<file path="src/rtl/ex_div_unit.sv">
// ex_div_unit: multi-cycle restoring divider for div.w/div.wu/mod.w/mod.wu.
// Rev 1.0 - initial release.
`default_nettype none

module ex_div_unit #(
  parameter int DATA_W         = 32,
  parameter int BITS_PER_CYCLE = 1
) (
  input  logic              clk,
  input  logic              reset,
  input  logic              flush,
  input  logic              div_valid,
  output logic              div_ready,
  input  logic [4:0]        div_op,
  input  logic [DATA_W-1:0] div_src1,
  input  logic [DATA_W-1:0] div_src2,
  output logic              res_valid,
  input  logic              res_ready,
  output logic [DATA_W-1:0] div_result,
  output logic              div_busy
);

  localparam int ITERS = DATA_W / BITS_PER_CYCLE;
  localparam int CNT_W = (ITERS > 1) ? $clog2(ITERS) : 1;

  typedef enum logic [1:0] {
    S_IDLE = 2'd0,
    S_CALC = 2'd1,
    S_DONE = 2'd2
  } state_t;

  state_t              state_q, state_d;
  logic [CNT_W-1:0]    cnt_q, cnt_d;
  logic [DATA_W-1:0]   quo_q, quo_d;
  logic [DATA_W-1:0]   rem_q, rem_d;
  logic [DATA_W-1:0]   dvsr_q, dvsr_d;
  logic                is_mod_q, is_mod_d;
  logic                neg_quo_q, neg_quo_d;
  logic                neg_rem_q, neg_rem_d;
  logic                dz_q, dz_d;
  logic                res_valid_q, res_valid_d;
  logic [DATA_W-1:0]   result_q, result_d;

  logic                op_ok;
  logic                op_signed;
  logic [DATA_W:0]     rem_w;
  logic [DATA_W-1:0]   quo_w;

  assign op_ok     = (div_op >= 5'd20) && (div_op <= 5'd23);
  assign op_signed = ~div_op[0];

  // The dividend register doubles as the quotient: each step shifts one
  // dividend bit out of the top and one quotient bit into the bottom.
  always_comb begin
    rem_w = {1'b0, rem_q};
    quo_w = quo_q;
    for (int i = 0; i < BITS_PER_CYCLE; i++) begin
      rem_w = {rem_w[DATA_W-1:0], quo_w[DATA_W-1]};
      quo_w = {quo_w[DATA_W-2:0], 1'b0};
      if (rem_w >= {1'b0, dvsr_q}) begin
        rem_w    = rem_w - {1'b0, dvsr_q};
        quo_w[0] = 1'b1;
      end
    end
  end

  always_comb begin
    state_d     = state_q;
    cnt_d       = cnt_q;
    quo_d       = quo_q;
    rem_d       = rem_q;
    dvsr_d      = dvsr_q;
    is_mod_d    = is_mod_q;
    neg_quo_d   = neg_quo_q;
    neg_rem_d   = neg_rem_q;
    dz_d        = dz_q;
    res_valid_d = res_valid_q;
    result_d    = result_q;

    unique case (state_q)
      S_IDLE: begin
        if (div_valid && op_ok && !flush) begin
          state_d   = S_CALC;
          cnt_d     = CNT_W'(ITERS - 1);
          quo_d     = (op_signed && div_src1[DATA_W-1]) ? -div_src1 : div_src1;
          dvsr_d    = (op_signed && div_src2[DATA_W-1]) ? -div_src2 : div_src2;
          rem_d     = '0;
          is_mod_d  = div_op[1];
          neg_quo_d = op_signed && (div_src1[DATA_W-1] ^ div_src2[DATA_W-1]);
          neg_rem_d = op_signed && div_src1[DATA_W-1];
          dz_d      = (div_src2 == '0);
        end
      end
      S_CALC: begin
        if (flush) begin
          state_d = S_IDLE;
        end else begin
          quo_d = quo_w;
          rem_d = rem_w[DATA_W-1:0];
          if (cnt_q == '0) begin
            state_d     = S_DONE;
            res_valid_d = 1'b1;
            // Divide-by-zero quotient is all ones regardless of operand signs.
            if (is_mod_q)
              result_d = neg_rem_q ? -rem_w[DATA_W-1:0] : rem_w[DATA_W-1:0];
            else if (dz_q)
              result_d = '1;
            else
              result_d = neg_quo_q ? -quo_w : quo_w;
          end else begin
            cnt_d = cnt_q - CNT_W'(1);
          end
        end
      end
      S_DONE: begin
        if (flush || res_ready) begin
          state_d     = S_IDLE;
          res_valid_d = 1'b0;
        end
      end
      default: begin
        state_d     = S_IDLE;
        res_valid_d = 1'b0;
      end
    endcase
  end

  always_ff @(posedge clk) begin
    if (reset) begin
      state_q     <= S_IDLE;
      cnt_q       <= '0;
      quo_q       <= '0;
      rem_q       <= '0;
      dvsr_q      <= '0;
      is_mod_q    <= 1'b0;
      neg_quo_q   <= 1'b0;
      neg_rem_q   <= 1'b0;
      dz_q        <= 1'b0;
      res_valid_q <= 1'b0;
      result_q    <= '0;
    end else begin
      state_q     <= state_d;
      cnt_q       <= cnt_d;
      quo_q       <= quo_d;
      rem_q       <= rem_d;
      dvsr_q      <= dvsr_d;
      is_mod_q    <= is_mod_d;
      neg_quo_q   <= neg_quo_d;
      neg_rem_q   <= neg_rem_d;
      dz_q        <= dz_d;
      res_valid_q <= res_valid_d;
      result_q    <= result_d;
    end
  end

  assign div_ready  = (state_q == S_IDLE);
  assign div_busy   = (state_q != S_IDLE);
  assign res_valid  = res_valid_q;
  assign div_result = result_q;

endmodule

`default_nettype wire

</file>
<file path="config.mk">
export PLATFORM = sky130hd
export DESIGN_NAME = ex_div_unit
export DESIGN_NICKNAME = d
export VERILOG_FILES = /design/src/rtl/ex_div_unit.sv
export SDC_FILE = /design/constraint.sdc
export NUM_CORES = 1
export LEC_CHECK = 0
export CELL_PAD_IN_SITES_DETAIL_PLACEMENT = 1
export CELL_PAD_IN_SITES_GLOBAL_PLACEMENT = 1
export CORE_MARGIN = 5
export CORE_UTILIZATION = 35
export CTS_BUF_LIST = sky130_fd_sc_hd__clkbuf_8
export CTS_CLUSTER_DIAMETER = 120
export DETAILED_ROUTE_END_ITERATION = 6
export PLACE_DENSITY_LB_ADDON = 0.1
export SYNTH_ARGS = -nofsm -noshare
export SYNTH_HDL_FRONTEND = slang
export SYNTH_SLANG_ARGS = --single-unit
</file>
<file path="constraint.sdc">
create_clock -name clk -period 10.7 [get_ports clk]
set_input_delay 3.21 -clock clk [delete_from_list [all_inputs] [get_ports clk]]
set_output_delay 3.21 -clock clk [all_outputs]
set_load 0.01 [all_outputs]
</file>
==> results.ini <==
[status]
status=finished clean

[critical_path]
cp_max_fo=6
startpoint_type=input pin
crit_start=div_src1[1]
regToRegStartpoint=rem_q[7]
arrival_ns=6.60
end_kind=register
crit_required_ns=11.13
path_class=input pin to register

[synth]
synth_cell_types=88
synth_most_common_cell=nor2_1
synth_fp_nets=1631
ys.flop_type=dfxtp_1
syn_avg_cell_area_um2=7.29
synthTopCellsByCount=nor2_1, a21oi_1, dfxtp_1, nand2_1, clkbuf_1
synthArstFlopShare_pct=0
yosys_warnings=0
syn_inst=1518
ys_ff_latch=140
yosysTopAreaCell=dfxtp_1
synthesis.area_um2=11100
synth_top_area_share_pct=25.3
synth_edf_count=0
synth_area_leaders=dfxtp_1, nor2_1, a21oi_1
yosysSeqAreaShare_pct=25.3

[clock_network]
cts_buffers=17
cts_tree=done
ctsResizeCount=0
clock_sinks=140
hold_buffers=0
cts_max_path_buffers=2
htreeDepth=4
post-cts-setup-buffers=0
root_buffer=clkbuf_8
clk_pin_slew_ns=0.09
clk_latency_ns=0.50

[global_route]
grt.overflow.total=0
grt_pass1_vias=11100
grt_pass1_wl_um=64600
grtUsageTotal_pct=22.8
antenna_found_initial=0
grt_max_degree=78

[drt]
drt_iter0_markers=601
routed_via_density=5.83
remaining_drc_errors=0
wl_per_cell_um=20.7
totalWireLength_um=41000
dr_total_vias=11500
first_pass_iters=5
drtAntennaViolNets=0

[cells_and_area]
drive_gt1_share_pct=4.76
final_nets=1675
antenna_cells=0
fin_cells=1977
area_delta_synth_final_pct=15.5

[floorplanning]
fp.dieW_um=188
num_io_pins=109
core_um2=31400
die_h_um=188
start_util_pct=35.2
die_area_um2=35300
fp-row-count=65

[timing]
fmax_mhz=162
tns_ns=0
drv_slew=0
finalCritPeriodShare_pct=57.7
setup_viol=0
rsz0062_at_grt=false
max-slew-margin-rel_pct=26.4
skew_ns=0.0170
min_period_ns=6.18
fin_hold_ws_ns=0.456
tightest_slew_ns=1.10
finalHoldViolations=0
worst_slack_ns=4.52

[placed_design]
pre_cts_slack_ns=4.00
dp_hpwl_um=31800
gp_congestion=0.878
portBuffers=108
dp.cells=1945

[power_and_ir_drop]
peakVddDrop_mv=0.0873
p_per_area_nw_per_um2=125
leakagePower_nw=4.72
finalPower_w=0.00160

[job]
maxCapViolations=0

[worst_hold_path]
hp-class=register to register
holdCritStartpoint=div_result[22]

==> where the power goes <==
part | leakage [nW] | total, W | internal [W] | switching (W)
registers | 1.13 | 0.000536 | 0.000527 | 0.00000894
logic | 3.39 | 0.000596 | 0.000200 | 0.000396
clock network | 0.195 | 0.000464 | 0.000218 | 0.000247
==> layout by cell type (no fill, tap or decap), types with 9 or more instances in the layout <==
cell             count
nor2_1             217
a21oi_1            144
dfxtp_1            140
nand2_1            129
clkdlybuf4s50_1    107
o21ai_0             77
xnor2_1             67
a211oi_1            55
xor2_1              54
inv_1               52
nor3_1              39
ha_1                38
nand3_1             30
a31oi_1             25
a21o_1              24
o31ai_1             21
or3_1               20
nor4_1              18
clkbuf_8            18
a221oi_1            17
or4_1               15
and3_1              15
a311oi_1            15
o41ai_1             13
buf_4               13
and2_1              12
mux2i_1             12
nand4_1             10
nand2b_1            10
o21ai_1              9
nor2b_1              9
==> flip-flops by register name, summed over array words and instances, names as in the netlist <==
| register | flops |
|---|---|
| state_q | 2 |
| dvsr_q | 32 |
| cnt_q | 5 |
| div_result | 32 |
| quo_q | 32 |
| rem_q | 32 |
| neg_quo_q | 1 |
| dz_q | 1 |
| is_mod_q | 1 |
| neg_rem_q | 1 |
| res_valid | 1 |
==> path summary, 6_finish.rpt <==
path                     to  slack, ns  cells after the start
min reg2reg  div_result[22]       0.46                      1
min          div_result[22]       0.46                      1
max reg2reg  div_result[24]       4.65                     18
max               quo_q[29]       4.52                     12
==> critical path, cell delays in order <==
cell and delay (ns):
clkdlybuf4s50_1 0.46, nor4_1 0.46, nand3b_1 0.20, or2_2 0.34, nor4_1 0.67, and3_1 0.35, and3b_1 0.24, a21oi_1 0.10
xnor2_1 0.16, a211oi_1 0.23, a21oi_1 0.06, nor2_1 0.10
==> per-stage QoR <==
stage / cell area [µm²] / utilization (%)
after floorplan: 11100 / -
after CTS: 12800 / 40.7
after global routing: 12800 / 40.7
after global placement: 12400 / 39.4
after detailed placement: 12400 / 39.4
final: 12800 / 40.7
==> per-layer routing <==
metal	vias up	share of wire, %	global-route usage [%]
li1	5657	-	-
met1	5645	50	32.9
met2	202	46	36.4
met3	27	3.4	3.28
met4	0	1.1	4.69
met5	-	0	0
==> cell type report <==
| cell class | count | area [µm²] |
|---|---|---|
| timing repair buffer | 120 | 1170 |
| sequential | 140 | 2800 |
| tap | 402 | 503 |
| inverter | 54 | 203 |
| multi-input combinational | 1229 | 7690 |
| fill | 3914 | 18600 |
| clock buffer | 18 | 248 |
| clock inverter | 14 | 159 |
==> cell families after synthesis <==
family          Yosys count  share of synthesized area, %
fa+ha+maj                39                          4.48
compound gates          494                          30.2
simple gates            561                          23.9
mux                      14                          1.29
flops                   140                          25.3
xor+xnor                121                          9.58
buf+inv                 149                          5.25
(Power assumes the default switching activity.)
